File: src/rtl/dispatch_ctrl_pkg.sv
// dispatch_ctrl_pkg: opcode constants, dispatch state encoding and the load/store classifier
package dispatch_ctrl_pkg;
  localparam int PC_LEN = 32;
  localparam int INSTR_LEN = 32;
  localparam int OP_LEN = 6;
  localparam logic [OP_LEN-1:0] OP_NOP  = 6'd0;
  localparam logic [OP_LEN-1:0] OP_LB   = 6'd11;
  localparam logic [OP_LEN-1:0] OP_LH   = 6'd12;
  localparam logic [OP_LEN-1:0] OP_LW   = 6'd13;
  localparam logic [OP_LEN-1:0] OP_LBU  = 6'd14;
  localparam logic [OP_LEN-1:0] OP_LHU  = 6'd15;
  localparam logic [OP_LEN-1:0] OP_SB   = 6'd16;
  localparam logic [OP_LEN-1:0] OP_SH   = 6'd17;
  localparam logic [OP_LEN-1:0] OP_SW   = 6'd18;
  localparam logic [OP_LEN-1:0] OP_ADDI = 6'd19;
  typedef enum logic {DISP_IDLE = 1'b0, DISP_HOLD = 1'b1} disp_state_e;
  function automatic logic is_ls(input logic [OP_LEN-1:0] op);
    return op inside {OP_LB, OP_LH, OP_LW, OP_LBU, OP_LHU, OP_SB, OP_SH, OP_SW};
  endfunction
endpackage

File: src/rtl/dispatch_ctrl.sv
// dispatch_ctrl: holds one instruction for the decoder and issues it to LSB or RS with a ROB allocation
module dispatch_ctrl
  import dispatch_ctrl_pkg::*;
#(
  parameter int PC_W = PC_LEN,
  parameter int INSTR_W = INSTR_LEN,
  parameter int OP_W = OP_LEN,
  parameter int CNT_W = 16
) (
  input  logic               clk,
  input  logic               rst,
  input  logic               flush_from_rob,
  input  logic               is_empty_from_instr_queue,
  input  logic [INSTR_W-1:0] instr_from_instr_queue,
  input  logic [PC_W-1:0]    pc_from_instr_queue,
  output logic               pop_to_instr_queue,
  output logic [INSTR_W-1:0] instr_to_dc,
  output logic [PC_W-1:0]    pc_to_dc,
  input  logic [OP_W-1:0]    op_from_dc,
  input  logic               rob_full,
  input  logic               rs_full,
  input  logic               lsb_full,
  output logic               rob_alloc,
  output logic               rs_issue,
  output logic               lsb_issue,
  output logic               busy,
  output logic [CNT_W-1:0]   stall_cnt
);
  disp_state_e state, state_nxt;
  logic ls_op, tgt_full, fire, pop;
  always_comb begin
    ls_op = is_ls(op_from_dc);
    tgt_full = ls_op ? lsb_full : rs_full;
    // rst gating keeps every combinational output low while reset is held
    fire = rst && state == DISP_HOLD && !flush_from_rob && !rob_full && !tgt_full;
    pop = rst && !is_empty_from_instr_queue && !flush_from_rob && (state == DISP_IDLE || fire);
    state_nxt = flush_from_rob ? DISP_IDLE : pop ? DISP_HOLD : fire ? DISP_IDLE : state;
  end
  assign pop_to_instr_queue = pop;
  assign rob_alloc = fire;
  assign rs_issue = fire && !ls_op;
  assign lsb_issue = fire && ls_op;
  assign busy = state == DISP_HOLD;
  always_ff @(posedge clk or negedge rst)
    if (!rst) state <= DISP_IDLE;
    else state <= state_nxt;
  always_ff @(posedge clk or negedge rst)
    if (!rst) begin
      instr_to_dc <= '0;
      pc_to_dc <= '0;
      stall_cnt <= '0;
    end else begin
      if (pop) begin
        instr_to_dc <= instr_from_instr_queue;
        pc_to_dc <= pc_from_instr_queue;
      end
      if (state == DISP_HOLD && !fire && !flush_from_rob && !(&stall_cnt)) stall_cnt <= stall_cnt + 1'b1;
    end
endmodule

File: config.mk
export PLATFORM = sky130hd
export DESIGN_NAME = dispatch_ctrl
export DESIGN_NICKNAME = d
export VERILOG_FILES = /design/src/rtl/dispatch_ctrl_pkg.sv /design/src/rtl/dispatch_ctrl.sv
export SDC_FILE = /design/constraint.sdc
export NUM_CORES = 1
export LEC_CHECK = 0
export ABC_AREA = 1
export CAP_MARGIN = 20
export CORE_UTILIZATION = 42
export DETAILED_ROUTE_END_ITERATION = 12
export PLACE_DENSITY = 0.8
export SLEW_MARGIN = 30
export SYNTH_ARGS = -nofsm -noshare
export SYNTH_HDL_FRONTEND = slang
export SYNTH_SLANG_ARGS = --single-unit
File: constraint.sdc
create_clock -name clk -period 1.8 [get_ports clk]
set_input_delay 0.18 -clock clk [delete_from_list [all_inputs] [get_ports clk]]
set_output_delay 0.18 -clock clk [all_outputs]
set_load 0.02 [all_outputs]
== Word-level counts from Yosys, hierarchy flattened ==
Index checks and enable logic that the tools add are counted.

* Bits in registers: 81
* Output and inout bits: 85
* Logic and storage cells: 41

* $add $sub $neg: 1
* Eq/ne operators: 8
* Muxes and demuxes: 4
* Bitwise gates (word level): 1
* Reduce and logical (&&, ||, !) cells: 23

{| class="wikitable"
|+ Operator list
! kind !! count
|-
| == test 6 x 4 -> 1 bit, second input constant || 5
|-
| == test 6 x 5 -> 1 bit, second input constant || 3
|-
| adder 16 x 1 -> 16 bit, second input constant || 1
|-
| AND reduction 16 bit || 1
|-
| logical AND 1 bit || 12
|-
| nonzero test 8 bit || 1
|-
| logical NOT 1 bit || 7
|-
| 2-to-1 mux 1 bit || 4
|-
| nonzero test 3 bit || 1
|-
| logical OR 1 bit || 1
|-
| inverter 1 bit || 1
|}

== Depth between registers and ports, before layout ==
Gate-level depths: netlist (run 1).

* Depth in word-level cells: 9
* Gate-level depth with buffers: 14

== Worst setup path before layout (run 1) ==
Ideal clock, no wire load.

* Path kind: reg-to-reg
* Start point: register stall_cnt[0]
* End point: register stall_cnt[4]
* Arrival time: 1.583 ns
* Slack: 0.100 ns
* Cell stages (with the launch flop): 11
* Path buffers: 1
* Cells stage by stage: dfrtp_1 ha_1 nand3_1 inv_1 nand4_1 inv_1 nand2_1 nand4_2 buf_2 nand2_1 nand2_1

* Longest elaborated chain between the ends: 3
* Elaborated cells on any way between the ends: 4
* Classes of those cells: add/sub: 1; reduce/logical: 3

{| class="wikitable"
|+ Ends and longest elaborated chain
! what !! RTL line !! RTL
|-
| from (decl) || dispatch_ctrl.sv:27 || <nowiki>output logic [CNT_W-1:0] stall_cnt</nowiki>
|-
| from (signal assigned) || dispatch_ctrl.sv:57 || <nowiki>if (state == DISP_HOLD && !fire && !flush_from_rob && !(&stall_cnt)) stall_cnt <= stall_cnt + 1'b1;</nowiki>
|-
| branches (longest 3 deep; another with adder 16 x 1 -> 16 bit) || - ||
|}

Parallel ways; which one is timed is not known.
A chain may end at the register's enable or synchronous reset.

== Worst setup path after layout (run 1) ==
* Start point: input port op_from_dc[2]
* End point: output port pop_to_instr_queue

* Longest elaborated chain between the ends: 7
* Elaborated cells on any way between the ends: 14
* Classes of those cells: eq/ne: 8; mux: 1; reduce/logical: 5

{| class="wikitable"
|+ Ends and longest elaborated chain
! what !! RTL line !! RTL
|-
| from (decl) || dispatch_ctrl.sv:19 || <nowiki>input logic [OP_W-1:0] op_from_dc,</nowiki>
|-
| == test 6 x 4 -> 1 bit or == test 6 x 5 -> 1 bit (tied branches) || dispatch_ctrl_pkg.sv:18 || <nowiki>return op inside {OP_LB, OP_LH, OP_LW, OP_LBU, OP_LHU, OP_SB, OP_SH, OP_SW};</nowiki>
|-
| nonzero test 8 bit (*) || dispatch_ctrl_pkg.sv:18 ||
|-
| 2-to-1 mux 1 bit (*) || dispatch_ctrl.sv:33 || <nowiki>tgt_full = ls_op ? lsb_full : rs_full;</nowiki>
|-
| logical NOT 1 bit (*) || dispatch_ctrl.sv:35 || <nowiki>fire = rst && state == DISP_HOLD && !flush_from_rob && !rob_full && !tgt_full;</nowiki>
|-
| logical AND 1 bit (*) || dispatch_ctrl.sv:35 ||
|-
| logical OR 1 bit (*) || dispatch_ctrl.sv:36 || <nowiki>pop = rst && !is_empty_from_instr_queue && !flush_from_rob && (state == DISP_IDLE || fire);</nowiki>
|-
| logical AND 1 bit (*) || dispatch_ctrl.sv:36 ||
|-
| to (decl) || dispatch_ctrl.sv:16 || <nowiki>output logic pop_to_instr_queue,</nowiki>
|}

Mark *: on every way between the ends. The rest lies on a longest branch, timed or not.

==> impl_metrics.py, run 1 <==
metrics = {
    "status": {
        "status": "complete, no violations",
    },
    "clock_tree": {
        "insertion_delay_ns": 0.34,
        "cts_root_buf": "clkbuf_8",
        "cts_tree": "built",
        "numCtsBuffers": 9,
        "cts_setup_buffers": 0,
        "cts-htree-levels": 3,
        "clkSinkCount": 81,
        "clk_pin_slew_ns": 0.09,
        "clock_path_buffers": 2,
    },
    "floorplanning": {
        "rows": 33,
        "die_h_um": 94.0,
        "core_mm2": 0.00822,
        "die_w_um": 94.0,
        "initial_core_util": 0.433,
        "pin_count": 162,
        "die_area_mm2": 0.00884,
    },
    "timing": {
        "period_minus_slack_ns": 1.71,
        "maxSlewHeadroom": 0.649,
        "fin_tns_setup_ns": 0,
        "min_period_over_period": 0.951,
        "max_freq_mhz": 584,
        "slew_violations": 0,
        "hold_viol": 0,
        "worst_pin_slew_ns": 0.527,
        "setup_viol": 0,
        "fin_skew_ns": 0.0181,
    },
    "synth": {
        "syn_area_mm2": 0.00356,
        "synth_seq_area_share": 0.570,
        "yosysWarnings": 0,
        "syn-num-nets": 507,
        "synth_cell_types": 22,
        "syn_area_per_cell_um2": 8.29,
        "syn_inst": 429,
        "synth_seq_cells": 81,
    },
    "route": {
        "drtIter0Drc": 112,
        "detailroute.via_count": 3326,
        "postRouteWirelength_um": 9490,
        "wl_per_cell_um": 13.3,
        "firstDrtPassIters": 4,
        "detail-route-antenna-nets": 0,
        "remaining_drc_errors": 0,
        "via_per_inst": 4.65,
    },
    "final_layout": {
        "nets": 683,
        "antennaDiodeCount": 0,
        "final_util": 0.681,
        "area_growth_pct": 57.3,
        "drive_above_1_share": 0.0820,
    },
    "worst_setup_path": {
        "critPathMaxFanout": 4,
        "critPathKind": "in -> out",
        "end_kind": "output pin",
        "r2r_cells": 10,
        "cp-startpoint": "op_from_dc[2]",
        "cp-start-kind": "input pin",
        "r2r_start": "stall_cnt[0]$_DFFE_PN0P_",
        "crit_arrival_ns": 1.53,
        "setup.worst_path.end": "pop_to_instr_queue",
        "rrSetupSlack_ns": 0.21,
        "r2r-end": "stall_cnt[14]$_DFFE_PN0P_",
        "required_ns": 1.62,
    },
    "placed_design": {
        "globalplace.congestion": 0.879,
        "dp_hpwl_um": 6880,
        "port_buffers": 161,
    },
    "grt": {
        "grt_start_max_net_pins": 54,
        "track_usage": 0.217,
        "gr-total-overflow": 0,
        "grt_pass1_wl_um": 14800,
        "antenna_found_initial": 0,
        "grt_pass1_vias": 3173,
    },
    "min_path": {
        "hold_path_class": "in -> reg",
    },
    "run": {
        "maxCapViolations": 0,
    },
    "power_and_ir_drop": {
        "powerDensity_mw_per_mm2": 988,
        "p_leak_nw": 2.83,
        "peakVddDrop_v": 0.000659,
    },
}
==> power breakdown <==
part | switching, W | total, W | leakage, nW | internal [W]
Sequential | 0.000202 | 0.00234 | 1.03 | 0.00214
Clock | 0.000638 | 0.00136 | 0.110 | 0.000725
Combinational | 0.000902 | 0.00182 | 1.69 | 0.000920
Total | 0.00174 | 0.00553 | 2.83 | 0.00379
==> cell usage after synthesis, drive strengths merged <==
cell / count / area share
nand2: 262 / 0.28
buf: 15 / 0.037
nor4: 1 / 0.0018
xnor2: 4 / 0.0099
nor2: 15 / 0.018
dfrtp: 81 / 0.57
clkinv: 1 / 0.0011
ha: 1 / 0.0035
nor3: 2 / 0.0028
xor2: 9 / 0.022
inv: 19 / 0.020
clkbuf: 1 / 0.0011
nand4: 7 / 0.014
nand3: 11 / 0.020
==> repair_timing <==
| item | CTS | global route |
|---|---|---|
| endpoints found under the setup margin | 4 | 58 |
| endpoints found under the hold margin | 39 | 0 |
| hold buffers | 1 | 0 |
| gates cloned | 0 | 1 |
| gates resized for setup | 9 | 12 |
==> worst max-delay path, stage by stage <==
cell             delay, ns
clkdlybuf4s50_1       0.43
nor2_1                0.13
nand2_1               0.07
nand2_1               0.09
nand3_2               0.09
nand2_2               0.09
nand3_4               0.09
nand2_2               0.09
nand2_2               0.07
inv_2                 0.07
buf_4                 0.13
==> sequential cells by signal (all words and copies together) (netlist names) <==
name / cells
stall_cnt: 16
instr_to_dc: 32
busy: 1
pc_to_dc: 32
==> placed cells by master, fill, tap and decap left out, types with 2 or more instances in the layout <==
| cell | Yosys | layout |
|---|---|---|
| nor3_1 | 2 | 2 |
| clkdlybuf4s50_1 | 0 | 156 |
| dfrtp_1 | 81 | 81 |
| nand4_1 | 6 | 6 |
| nand3_1 | 9 | 9 |
| nor2_1 | 14 | 14 |
| clkbuf_2 | 0 | 2 |
| buf_16 | 0 | 2 |
| clkbuf_8 | 0 | 11 |
| xor2_1 | 9 | 9 |
| nand2_2 | 3 | 4 |
| nand2_1 | 259 | 258 |
| inv_2 | 2 | 2 |
| clkinv_4 | 0 | 2 |
| inv_1 | 17 | 17 |
| buf_4 | 7 | 15 |
| xnor2_1 | 4 | 4 |
==> how the worst min path moves through the flow <==
stage / startpoint / endpoint / cells after the start
4_1_cts: instr_from_instr_queue[0] / instr_to_dc[0]$_DFFE_PN0P_ / 3
2_1_floorplan: rst / busy$_DFFE_PN0P_ / 0
6_report: instr_from_instr_queue[0] / instr_to_dc[0]$_DFFE_PN0P_ / 3
3_3_place_gp: rst / instr_to_dc[11]$_DFFE_PN0P_ / 2
5_1_grt: pc_from_instr_queue[25] / pc_to_dc[25]$_DFFE_PN0P_ / 3
3_5_place_dp: rst / pc_to_dc[11]$_DFFE_PN0P_ / 2
==> per-layer routing <==
metal	wire length [um]	vias up	GRT usage
met5	0	-	0
met4	200	0	0.0872
met3	502	16	0.0388
met2	4780	122	0.373
met1	4010	1541	0.269
li1	-	1647	-
==> area by class of cell <==
class	count	area, um^2
clock inverter	5	61.3
timing repair buffer	181	1830
sequential	81	2030
multi-input combinational	312	1320
clock buffer	11	151
fill	654	2620
tap	105	131
inverter	20	75.1
==> logic make-up after synthesis <==
kind of cell / after synthesis / share of synthesized area
adder cells (fa/ha/maj): 1 / 0.00352
buffers and inverters: 36 / 0.0588
XOR/XNOR: 13 / 0.0320
AND/OR/NAND/NOR: 298 / 0.336
flip-flops: 81 / 0.570
==> metrics by stage <==
step	area, um^2	hold slack (ns)	std cells	total power, W	worst slack [ns]
2_1_floorplan	3560	-0.116	429	0.00316	0.0999
3_3_place_gp	5340	0.295	697	0.00415	-0.253
3_5_place_dp	5340	0.296	697	0.00420	-0.339
4_1_cts	5550	0.357	714	0.00560	0.0177
5_1_grt	5590	0.363	715	0.00583	-0.0149
6_report	5590	0.373	715	0.00553	0.0882
Power figures use the tool's default switching activity.
==> run 2: changes to the inputs <==
--- a/config.mk
+++ b/config.mk
@@ -7,10 +7,12 @@
 export LEC_CHECK = 0
 export ABC_AREA = 1
 export CAP_MARGIN = 20
+export CORE_ASPECT_RATIO = 1.1
 export CORE_UTILIZATION = 42
+export CTS_CLUSTER_SIZE = 20
 export DETAILED_ROUTE_END_ITERATION = 12
 export PLACE_DENSITY = 0.8
-export SLEW_MARGIN = 30
+export SLEW_MARGIN = 20
 export SYNTH_ARGS = -nofsm -noshare
 export SYNTH_HDL_FRONTEND = slang
 export SYNTH_SLANG_ARGS = --single-unit
==> impl_metrics.py, run 2 (synthesis results as in run 1) <==
metrics = {
    "floorplanning": {
        "pin_count": 162,
        "rows": 34,
        "core_mm2": 0.00804,
        "die_h_um": 98.5,
        "die_w_um": 89.7,
        "initial_core_util": 0.442,
        "die_area_mm2": 0.00884,
    },
    "status": {
        "status": "finished, violations left",
        "failed_checks": "negative hold slack",
    },
    "worst_setup_path": {
        "critPathKind": "in -> out",
        "cp_cell_sequence": "clkdlybuf4s50_1 > inv_1 > nand2_1 > nand2_1 > nand2_2 > nand4_1 > nand3_4 > nand2_2 > nand2_2 > inv_2 > buf_4",
        "worst-path-buf-inv": 4,
        "cp_slowest_cell": "clkdlybuf4s50_1",
        "end_kind": "output pin",
        "critPathMaxFanout": 4,
        "cp_slowest_stage_delay_ns": 0.50,
        "required_ns": 1.62,
        "critPathTopFamily": "buffers and inverters",
        "cpMostUsedCell": "nand2_2",
        "crit_arrival_ns": 1.51,
        "cp-start-kind": "input pin",
    },
    "grt": {
        "grt_pass1_vias": 3380,
        "antenna_found_initial": 0,
        "grt_pass1_wl_um": 15800,
        "track_usage": 0.221,
        "gr-total-overflow": 0,
        "grt_start_max_net_pins": 82,
    },
    "timing": {
        "whs_ns": -0.0139,
        "period_minus_slack_ns": 1.69,
        "fin_ws_ns": 0.110,
        "rsz0062_at_grt": "false",
        "hold_viol": 8,
        "maxSlewHeadroom": 0.521,
        "setup_viol": 0,
        "fin_skew_ns": 0.00697,
        "slew_violations": 0,
        "worst_pin_slew_ns": 0.718,
        "min_period_over_period": 0.939,
        "max_freq_mhz": 592,
    },
    "final_layout": {
        "final_cell_mix": "256 x nand2_1, 156 x clkdlybuf4s50_1, 81 x dfrtp_1",
        "final_common_cell": "nand2_1",
        "n_fill_cell": 637,
        "drive_above_1_share": 0.0837,
        "area_growth_pct": 55.0,
        "antennaDiodeCount": 0,
        "regArea_mm2": 0.00203,
        "top_regs": "instr_to_dc (32), pc_to_dc (32), stall_cnt (16)",
        "final_cells": 717,
        "nets": 682,
        "multi_input_area_mm2": 0.00133,
    },
    "route": {
        "via_per_inst": 4.69,
        "detail-route-antenna-nets": 0,
        "remaining_drc_errors": 0,
        "postRouteWirelength_um": 9410,
        "firstDrtPassIters": 4,
        "drtIter0Drc": 192,
        "detailroute.via_count": 3365,
        "wl_per_cell_um": 13.1,
    },
    "clock_tree": {
        "cts_hold_buf": 0,
        "cts_root_buf": "clkbuf_8",
        "cts_setup_buffers": 0,
        "insertion_delay_ns": 0.33,
        "cts-htree-levels": 3,
        "cts_tree": "built",
        "clk_pin_slew_ns": 0.08,
        "clkSinkCount": 81,
        "clock_path_buffers": 2,
        "numCtsBuffers": 9,
    },
    "power_and_ir_drop": {
        "p_leak_nw": 2.79,
        "powerDensity_mw_per_mm2": 985,
        "peakVddDrop_v": 0.000534,
    },
    "placed_design": {
        "dp.cells": 701,
        "dp_hpwl_um": 6880,
        "globalplace.congestion": 0.861,
        "port_buffers": 161,
        "dpl_worst_slack_ns": -0.344,
    },
    "run": {
        "maxCapViolations": 0,
    },
    "min_path": {
        "hold_path_class": "in -> async",
    },
}
-- run 2: cell types whose count changed in the layout (fill, tap and decap cells not counted), moves of 2 or more --
cell      previous run  this run
nand2_2              4         6
clkbuf_8            11         9
buf_4               15        19
buf_16               2         0
nand2_1            258       256
clkbuf_1             0         2
-- run 2: layer usage --
metal | global-route usage | routed length [um] | share of wire
met1 | 0.259 | 3840 | 0.41
met2 | 0.396 | 4930 | 0.52
met3 | 0.0432 | 488 | 0.052
met4 | 0.0971 | 147 | 0.016
met5 | 0 | 0 | 0
-- run 2: path summary, 6_finish.rpt --
path	start	endpoint	slack [ns]	cells past startpoint
max reg2reg	stall_cnt[0]$_DFFE_PN0P_	stall_cnt[11]$_DFFE_PN0P_	0.17	10
max in group asynchronous	rst	instr_to_dc[1]$_DFFE_PN0P_	1.32	2
min in group clk	instr_from_instr_queue[19]	instr_to_dc[19]$_DFFE_PN0P_	0.38	3
min	rst	stall_cnt[8]$_DFFE_PN0P_	-0.01	2
min reg2reg	instr_to_dc[19]$_DFFE_PN0P_	instr_to_dc[19]$_DFFE_PN0P_	0.48	2
max	op_from_dc[2]	pop_to_instr_queue	0.11	11
-- run 2: repair_timing --
item / CTS / global route
pin swaps: 0 / 0
resized for setup: 9 / 12
endpoints found under the setup margin: 4 / 43
-- run 2: layout make-up --
| cell class | instances | share of cell area |
|---|---|---|
| Sequential cell | 81 | 0.368 |
| Timing Repair Buffer | 180 | 0.319 |
| Multi-Input combinational cell | 312 | 0.241 |
| Tap cell | 108 | 0.0245 |
| Clock buffer | 11 | 0.0238 |
| Inverter | 20 | 0.0136 |
| Clock inverter | 5 | 0.0102 |
-- run 2: power breakdown --
group          internal [W]  leakage, nW  switching, W  total (W)
clock network      0.000640       0.0933      0.000628    0.00127
registers           0.00214         1.03      0.000206    0.00235
logic              0.000908         1.66      0.000907    0.00181
total               0.00369         2.79       0.00174    0.00543
-- run 2: stage by stage --
stage	TNS (ns)	total power, W	area, um^2	util
4_1_cts	0	0.00548	5500	0.684
2_1_floorplan	0	0.00316	3560	-
6_report	0	0.00543	5510	0.685
3_5_place_dp	-15.00	0.00419	5320	0.662
3_3_place_gp	-8.44	0.00415	5320	0.662
5_1_grt	0	0.00573	5510	0.685
